File: config.mk
export PLATFORM = sky130hd
export DESIGN_NAME = mc_ctrl_fsm
export DESIGN_NICKNAME = d
export VERILOG_FILES = /design/src/rtl/mc_ctrl_fsm.sv
export SDC_FILE = /design/constraint.sdc
export NUM_CORES = 1
export LEC_CHECK = 0
export CORE_MARGIN = 3
export CORE_UTILIZATION = 45
export CTS_CLUSTER_SIZE = 25
export DETAILED_ROUTE_END_ITERATION = 7
export HOLD_SLACK_MARGIN = 0.08
export PLACE_DENSITY = 0.84
export SYNTH_ARGS = -nofsm -noshare
export SYNTH_HDL_FRONTEND = slang
export SYNTH_SLANG_ARGS = --single-unit
export TNS_END_PERCENT = 10
File: constraint.sdc
create_clock -name clk -period 4.69 [get_ports clk]
set_clock_uncertainty 0.1 [all_clocks]
set_input_delay 0.7035 -clock clk [delete_from_list [all_inputs] [get_ports clk]]
set_output_delay 0.7035 -clock clk [all_outputs]
set_load 0.05 [all_outputs]
File: src/rtl/mc_ctrl_fsm.sv
// mc_ctrl_fsm: multi-cycle control FSM for the MIPS core.
// Moves one instruction through FETCH / DECODE / EXE / MEM / WB and drives the
// datapath strobes and mux selects. It waits on the instruction-memory and
// data-memory ready handshakes and counts retired instructions.
// Optional build macro ILLEGAL_TRAP_EN: an illegal opcode or funct enters a
// sticky TRAP state and raises 'illegal'. Without it, the instruction retires
// as a NOP.
module mc_ctrl_fsm #(
    parameter int CNT_W = 32
) (
    input  logic             clk,
    input  logic             rst,
    input  logic [5:0]       OP,
    input  logic [5:0]       Funct,
    input  logic             Zero,
    input  logic             im_ready,
    input  logic             dm_ready,
    output logic             PCWr,
    output logic             IRWr,
    output logic             RFWr,
    output logic             DMWr,
    output logic             DMRd,
    output logic [1:0]       NPCOp,
    output logic [1:0]       EXTOp,
    output logic [2:0]       ALUOp,
    output logic             Bsel,
    output logic [1:0]       WDSel,
    output logic [1:0]       GPRSel,
    output logic [3:0]       state,
    output logic             instr_done,
    output logic [CNT_W-1:0] retired,
    output logic             illegal
);

    typedef enum logic [3:0] {
        S_FETCH  = 4'd0,
        S_DECODE = 4'd1,
        S_EXE    = 4'd2,
        S_MEM_RD = 4'd3,
        S_MEM_WR = 4'd4,
        S_WB     = 4'd5,
        S_BRANCH = 4'd6,
        S_JUMP   = 4'd7,
        S_TRAP   = 4'd8
    } state_t;

    localparam logic [5:0] OP_RTYPE = 6'h00;
    localparam logic [5:0] OP_J     = 6'h02;
    localparam logic [5:0] OP_JAL   = 6'h03;
    localparam logic [5:0] OP_BEQ   = 6'h04;
    localparam logic [5:0] OP_ORI   = 6'h0d;
    localparam logic [5:0] OP_LW    = 6'h23;
    localparam logic [5:0] OP_SW    = 6'h2b;

    state_t state_q;
    state_t state_n;

    logic       is_rtype;
    logic       is_ori;
    logic       is_lw;
    logic       is_sw;
    logic       is_beq;
    logic       is_j;
    logic       is_jal;
    logic       funct_ok;
    logic [2:0] r_alu_op;

    assign is_rtype = (OP == OP_RTYPE);
    assign is_ori   = (OP == OP_ORI);
    assign is_lw    = (OP == OP_LW);
    assign is_sw    = (OP == OP_SW);
    assign is_beq   = (OP == OP_BEQ);
    assign is_j     = (OP == OP_J);
    assign is_jal   = (OP == OP_JAL);

    // Map R-type funct to ALU operation and flag unsupported functs.
    always_comb begin
        funct_ok = 1'b1;
        r_alu_op = 3'b000;
        unique case (Funct)
            6'h21:   r_alu_op = 3'b000;  // addu
            6'h23:   r_alu_op = 3'b001;  // subu
            6'h24:   r_alu_op = 3'b011;  // and
            6'h25:   r_alu_op = 3'b010;  // or
            6'h27:   r_alu_op = 3'b101;  // nor
            6'h2a:   r_alu_op = 3'b100;  // slt
            default: funct_ok = 1'b0;
        endcase
    end

    // Next-state and Moore output decode; reset masks every strobe and select.
    always_comb begin
        // NOTE: every output gets a default first so no path leaves a variable
        // unassigned, which would otherwise infer a latch.
        state_n    = state_q;
        PCWr       = 1'b0;
        IRWr       = 1'b0;
        RFWr       = 1'b0;
        DMWr       = 1'b0;
        DMRd       = 1'b0;
        NPCOp      = 2'b00;
        EXTOp      = 2'b00;
        ALUOp      = 3'b000;
        Bsel       = 1'b0;
        WDSel      = 2'b00;
        GPRSel     = 2'b00;
        instr_done = 1'b0;

        unique case (state_q)
            S_FETCH: begin
                PCWr = im_ready;
                IRWr = im_ready;
                if (im_ready) state_n = S_DECODE;
            end
            S_DECODE: begin
                if (is_rtype || is_ori || is_lw || is_sw) begin
                    state_n = S_EXE;
                end else if (is_beq) begin
                    state_n = S_BRANCH;
                end else if (is_j || is_jal) begin
                    state_n = S_JUMP;
                end else begin
`ifdef ILLEGAL_TRAP_EN
                    state_n = S_TRAP;
`else
                    instr_done = 1'b1;
                    state_n    = S_FETCH;
`endif
                end
            end
            S_EXE: begin
                if (is_rtype) begin
                    Bsel = 1'b0;
                    if (funct_ok) begin
                        ALUOp   = r_alu_op;
                        state_n = S_WB;
                    end else begin
`ifdef ILLEGAL_TRAP_EN
                        state_n = S_TRAP;
`else
                        instr_done = 1'b1;
                        state_n    = S_FETCH;
`endif
                    end
                end else if (is_ori) begin
                    Bsel    = 1'b1;
                    EXTOp   = 2'b00;
                    ALUOp   = 3'b010;
                    state_n = S_WB;
                end else if (is_lw || is_sw) begin
                    Bsel    = 1'b1;
                    EXTOp   = 2'b01;
                    ALUOp   = 3'b000;
                    state_n = is_lw ? S_MEM_RD : S_MEM_WR;
                end else begin
                    // Opcode changed under us; abandon the instruction.
                    state_n = S_FETCH;
                end
            end
            S_MEM_RD: begin
                DMRd = 1'b1;
                if (dm_ready) state_n = S_WB;
            end
            S_MEM_WR: begin
                DMWr = 1'b1;
                if (dm_ready) begin
                    instr_done = 1'b1;
                    state_n    = S_FETCH;
                end
            end
            S_WB: begin
                RFWr       = 1'b1;
                instr_done = 1'b1;
                GPRSel     = is_rtype ? 2'b00 : 2'b01;
                WDSel      = is_lw    ? 2'b01 : 2'b00;
                state_n    = S_FETCH;
            end
            S_BRANCH: begin
                ALUOp      = 3'b001;
                Bsel       = 1'b0;
                EXTOp      = 2'b01;
                NPCOp      = 2'b01;
                PCWr       = Zero;
                instr_done = 1'b1;
                state_n    = S_FETCH;
            end
            S_JUMP: begin
                NPCOp      = 2'b10;
                PCWr       = 1'b1;
                instr_done = 1'b1;
                if (is_jal) begin
                    // Link value is the PC that FETCH already advanced.
                    RFWr   = 1'b1;
                    GPRSel = 2'b10;
                    WDSel  = 2'b10;
                end
                state_n = S_FETCH;
            end
            S_TRAP: begin
                state_n = S_TRAP;
            end
            default: begin
                state_n = S_FETCH;
            end
        endcase

        if (rst) begin
            PCWr       = 1'b0;
            IRWr       = 1'b0;
            RFWr       = 1'b0;
            DMWr       = 1'b0;
            DMRd       = 1'b0;
            NPCOp      = 2'b00;
            EXTOp      = 2'b00;
            ALUOp      = 3'b000;
            Bsel       = 1'b0;
            WDSel      = 2'b00;
            GPRSel     = 2'b00;
            instr_done = 1'b0;
        end
    end

    // State register and retired-instruction counter.
    always_ff @(posedge clk) begin
        // NOTE: registered state uses non-blocking assignments so every flop
        // samples pre-edge values regardless of block ordering.
        if (rst) begin
            state_q <= S_FETCH;
            retired <= '0;
        end else begin
            state_q <= state_n;
            retired <= retired + {{(CNT_W-1){1'b0}}, instr_done};
        end
    end

    assign state = state_q;

`ifdef ILLEGAL_TRAP_EN
    // Sticky illegal flag, set on entry to TRAP and cleared only by reset.
    always_ff @(posedge clk) begin
        if (rst) begin
            illegal <= 1'b0;
        end else if (state_n == S_TRAP) begin
            illegal <= 1'b1;
        end
    end
`else
    assign illegal = 1'b0;
`endif

endmodule

; ---- Yosys cells after proc, flatten, opt, wreduce, memory -nomap -nowiden
; Index checks and enable logic that the tools add are counted.
[totals]
reg_bits = 36
wordCells = 93
[op_classes]
n_addsub = 1
n_eq_ne = 23
mux = 57
reduce_logical = 10
[op_table]
columns = op, count
row1 = "6-bit == test, second input constant", 8
row2 = 32-bit by 1-bit adder with 32-bit output, 1
row3 = 3-bit two-way mux, 10
row4 = 1-bit two-way mux, 27
row5 = 4-bit one-hot mux with 6 select lines, 1
row6 = "4-bit by 3-bit == test with 1-bit output, second input constant", 4
row7 = 4-bit two-way mux, 4
row8 = 3-bit one-hot mux with 5 select lines, 1
row9 = "6-bit by 2-bit == test with 1-bit output, second input constant", 2
row10 = 2-bit two-way mux, 6
row11 = 2-bit one-hot mux with 2 select lines, 3
row12 = "4-bit by 2-bit == test with 1-bit output, second input constant", 2
row13 = "6-bit by 3-bit == test with 1-bit output, second input constant", 1
row14 = "6-bit by 4-bit == test with 1-bit output, second input constant", 1
row15 = 6-bit logical NOT, 1
row16 = "2-bit != test, second input constant", 3
row17 = 3-bit one-hot mux with 2 select lines, 1
row18 = 6-bit OR reduction, 1
row19 = 1-bit logical OR, 5
row20 = "4-bit by 1-bit == test with 1-bit output, second input constant", 1
row21 = "4-bit == test, second input constant", 1
row22 = 4-bit logical NOT, 1
row23 = 1-bit one-hot mux with 2 select lines, 2
row24 = 1-bit one-hot mux with 4 select lines, 1
row25 = 3 further kinds, 3

; ---- Depth between registers and ports, before layout
; Gate-level depths: netlist (run 1).
[depth]
depth_word = 8
depth_mapped = 12

; ---- Worst setup path after synthesis (run 1)
; No wires, ideal clock.
[synth_timing]
kind = input-to-reg
startpoint = input OP[3]
endpoint = register retired[22]
t_arrival_ns = 4.457
required_time_ns = 4.520
setup_slack_ns = 0.063
cell_stages = 12
path_cell_list = clkbuf_1 -> nor4_1 -> and2_1 -> nand4b_1 -> a31oi_1 -> ha_1 -> ha_1 -> nand2_1 -> or4_1 -> buf_2 -> or4_1 -> a21oi_1
[synth_between]
elab_chain_len = 8
elab_cells_between_ends = 18
[synth_lines]
columns = item, line
row1 = from (decl), 13  ; input logic [5:0] OP,
row2 = "6-bit by 2-bit == test with 1-bit output, or another cell as far along", 73  ; assign is_j = (OP == OP_J);
row3 = 1-bit logical OR (on tied branches), "120, 116"
row4 = 1-bit two-way mux or 1-bit logical OR (tied branches), "120, 116"
row5 = 1-bit two-way mux or 1-bit logical OR (tied branches), "118, 116"
row6 = 1-bit two-way mux, 116  ; if (is_rtype || is_ori || is_lw || is_sw) begin
row7 = 1-bit one-hot mux with 4 select lines *, 109  ; unique case (state_q)
row8 = 1-bit two-way mux *, 207  ; if (rst) begin
row9 = named net instr_done, 30  ; output logic instr_done,
row10 = 32-bit by 1-bit adder with 32-bit output *, 232  ; retired <= retired + {{(CNT_W-1){1'b0}}, instr_done};
row11 = to (signal assigned), 232
row12 = to (decl), 31  ; output logic [CNT_W-1:0] retired,
; The timed path passes the listed nets; every way through them passes the cells marked *.
; A chain may end at the register's enable or synchronous reset.

; ---- Worst setup path in the final report (run 1)
[layout_timing]
startpoint = input OP[3]
endpoint = register retired[22]
[layout_between]
elab_chain_len = 8
elab_cells_between_ends = 18
[layout_lines]
columns = item, line
row1 = "6-bit by 2-bit == test with 1-bit output, or another cell as far along", 73
row2 = 1-bit logical OR (on tied branches), "120, 116"
row3 = 1-bit two-way mux or 1-bit logical OR (tied branches), "120, 116"
row4 = 1-bit two-way mux or 1-bit logical OR (tied branches), "118, 116"
row5 = 1-bit two-way mux, 116
row6 = 1-bit one-hot mux with 4 select lines *, 109
row7 = 1-bit two-way mux *, 207
row8 = 32-bit by 1-bit adder with 32-bit output *, 232
; Every way passes the cells marked *; elsewhere a longest branch is shown, timed or not.

==> metrics.yaml, run 1 <==
combPwrFrac: 0.176
synth.most_common_cell: "dfxtp_1"
die_h_um: 78.01
grt_max_degree: 25
hold_viol_final: 0
fin_nets: 378
tns_ns: 0
ys_ff_latch: 36
post-route-cell-area_um2: 3181
finalCritPeriodShare: 0.8736
drtAntennaViolNets: 0
grtUsageMet3: 0.04358
drive_gt1_frac: 0.08611
synthAdderAreaFrac: 0.01072
die_area_um2: 6086
power_density_nw_per_um2: 237.2
worst-setup-path-type: "primary input to register"
multi_input_area_um2: 1498
met2_usage: 0.3827
postSynthCellCount: 299
grt_overflow: 0
startpoint: "OP[3]"
cts.sinks: 36
synth_area_leaders: "dfxtp_1, nand3_1, nor2_1"
leakagePower_nw: 1.064
seq_power_share: 0.425
internal_power_mw: 0.5504
syn_area_um2: 2333
drt-pass1-iter-count: 4
dpl.hpwl_mm: 4.827
yosysTopAreaCellShare: 0.3088
yosys_warnings: 0
via_count: 2516
core_um2: 4880
netlist_top_cells_count: "dfxtp_1, nor2_1, nand3_1"
worstHoldStart: "retired[29]"
r2r_start: "state[0]"
worstSkewPairLatency_ns: 0.30
hold_ws_ns: 0.4129
avgRoutedWirePerCell_um: 15.42
setup_viol: 0
switchingPower_mw: 0.2040
start_util: 0.4782
htree_num_levels: 2
wirelength_mm: 6.584
die_x_um: 78.01
root_buffer: "clkbuf_8"
place_area_um2: 3054
fmax_mhz: 244.1
cts_resized: 0
ys_seq_area_frac: 0.3088
antenna_found_initial: 0
synth_top_family_by_area: "simple AND/OR/NAND/NOR gates"
seq_area_um2: 720.7
swShare: 0.2704
cp-end-kind: "register"
port_buffers: 69
synth_edf_count: 0
gp_congestion: 0.8865
synth-xor-area-share: 0.03753
synthMuxAreaShare: 0.02895
grtUsageTotal: 0.2233
cp_max_fo: 7
postCtsSetupBuffers: 0
grt_pass1_vias: 2372
top_usage_layer: "met2"
grt_pass1_wl_mm: 11.18
min_path_type: "register to register"
clkSlewWorstSetupHoldPaths_ns: 0.07
arrival_ns: 4.23
required_ns: 4.82
fillCellCount: 430
cts_tree: "yes"
cts_made_buffers: 5
synthSimpleGateAreaFrac: 0.3968
cts_buffer_depth: 2
worst_pin_slew_ns: 0.6548
outcome: "complete, no violations"
yosys.area.top_type: "dfxtp_1"
area_growth_pct: 36.30
async_reset_ff_frac: 0
rows: 25
use_met1: 0.2758
rsz0062_at_grt: "false"
peakVddDrop_mv: 0.1852
io_pins: 72
slew_violations: 0
drc_errors: 0
syn_area_per_cell_um2: 7.804
slew_headroom: 0.5595
first_iter_violations: 181
clkPwrFrac: 0.400
synthFlopType: "dfxtp_1"
antenna_cells: 0
drv_cap: 0
avgViaCountPerCell: 5.892
hold_buffers: 0
synth_compound_area_frac: 0.1646
cp-start-kind: "primary input"
finalCriticalPeriod_ns: 4.097
yosysUniqueCellTypes: 53
-- cell families after synthesis --
group                      after synthesis
AOI/OAI and AO/OA                       60
buffers and inverters                   28
and+or+nand+nor                        156
xor gates and xnor gates                10
other                                    1
adders and majority gates                2
muxes                                    6
DFF                                     36
-- flip-flops by register name, summed over array words and instances, names as in the netlist --
signal and count:
retired 32, state 4
-- metrics by stage --
step                      power, mW  worst slack (ns)  instances  utilization
after floorplan              0.4115           0.06250        300            -
after global placement       0.4572            0.5133        419       0.6259
after detailed placement     0.4582            0.3641        419       0.6259
after CTS                    0.7570            0.6498        427       0.6518
after global routing         0.7827            0.3744        427       0.6518
final                        0.7545            0.5930        427       0.6518
-- cell type report --
type	instances	area share
tap	67	0.02636
inverter	5	0.005901
sequential	36	0.2266
multi-input combinational	236	0.4709
timing repair buffer	75	0.2305
clock inverter	1	0.009441
clock buffer	7	0.03029
-- placed cells by master (no fill, tap or decap), types with 8 or more instances in the layout --
master | netlist | routed
or4_1 | 11 | 11
nand3_1 | 21 | 21
nor2_1 | 27 | 27
and3_1 | 10 | 10
a21oi_1 | 18 | 18
nor4_1 | 8 | 8
nand2_1 | 14 | 14
o21ai_0 | 12 | 12
o31ai_1 | 9 | 9
clkdlybuf4s50_1 | 0 | 68
nor2b_1 | 13 | 13
dfxtp_1 | 36 | 36
nand4_1 | 8 | 8
-- path summary, 6_finish.rpt --
path / to / slack, ns / cells after the start
worst min-delay path: retired[29] / 0.41 / 2
worst max register to register: retired[22] / 0.85 / 9
worst min register to register: retired[29] / 0.41 / 2
worst max-delay path: retired[22] / 0.59 / 11
-- critical path, stage by stage --
cell             delay, ns
clkdlybuf4s50_1       0.42
nor4_1                0.49
and2_1                0.27
nand4b_1              0.11
a31oi_1               0.28
ha_1                  0.26
ha_1                  0.22
nand2_1               0.15
or4_1                 0.64
or4_1                 0.53
a21oi_1               0.14
-- routing by layer --
layer  vias up  wire length [um]
met3        16               312
met1      1187              2903
li1       1233                 -
met5         -                 0
met4         0               178
met2        80              3189
-- power groups by stage --
stage | combinational [mW] | clock (mW) | sequential [mW]
2_1_floorplan | 0.0777 | 0 | 0.334
3_3_place_gp | 0.130 | 0 | 0.328
3_5_place_dp | 0.131 | 0 | 0.327
4_1_cts | 0.132 | 0.305 | 0.320
5_1_grt | 0.142 | 0.318 | 0.322
6_report | 0.133 | 0.301 | 0.320
Note: power is estimated with default switching activity, not from simulation.
==> run 2, diff against run 1 <==
Settings changed: CTS_CLUSTER_SIZE 25 to not set.
==> results of run 2 <==
Final layout, timing and power as in run 1 (identical DEF).
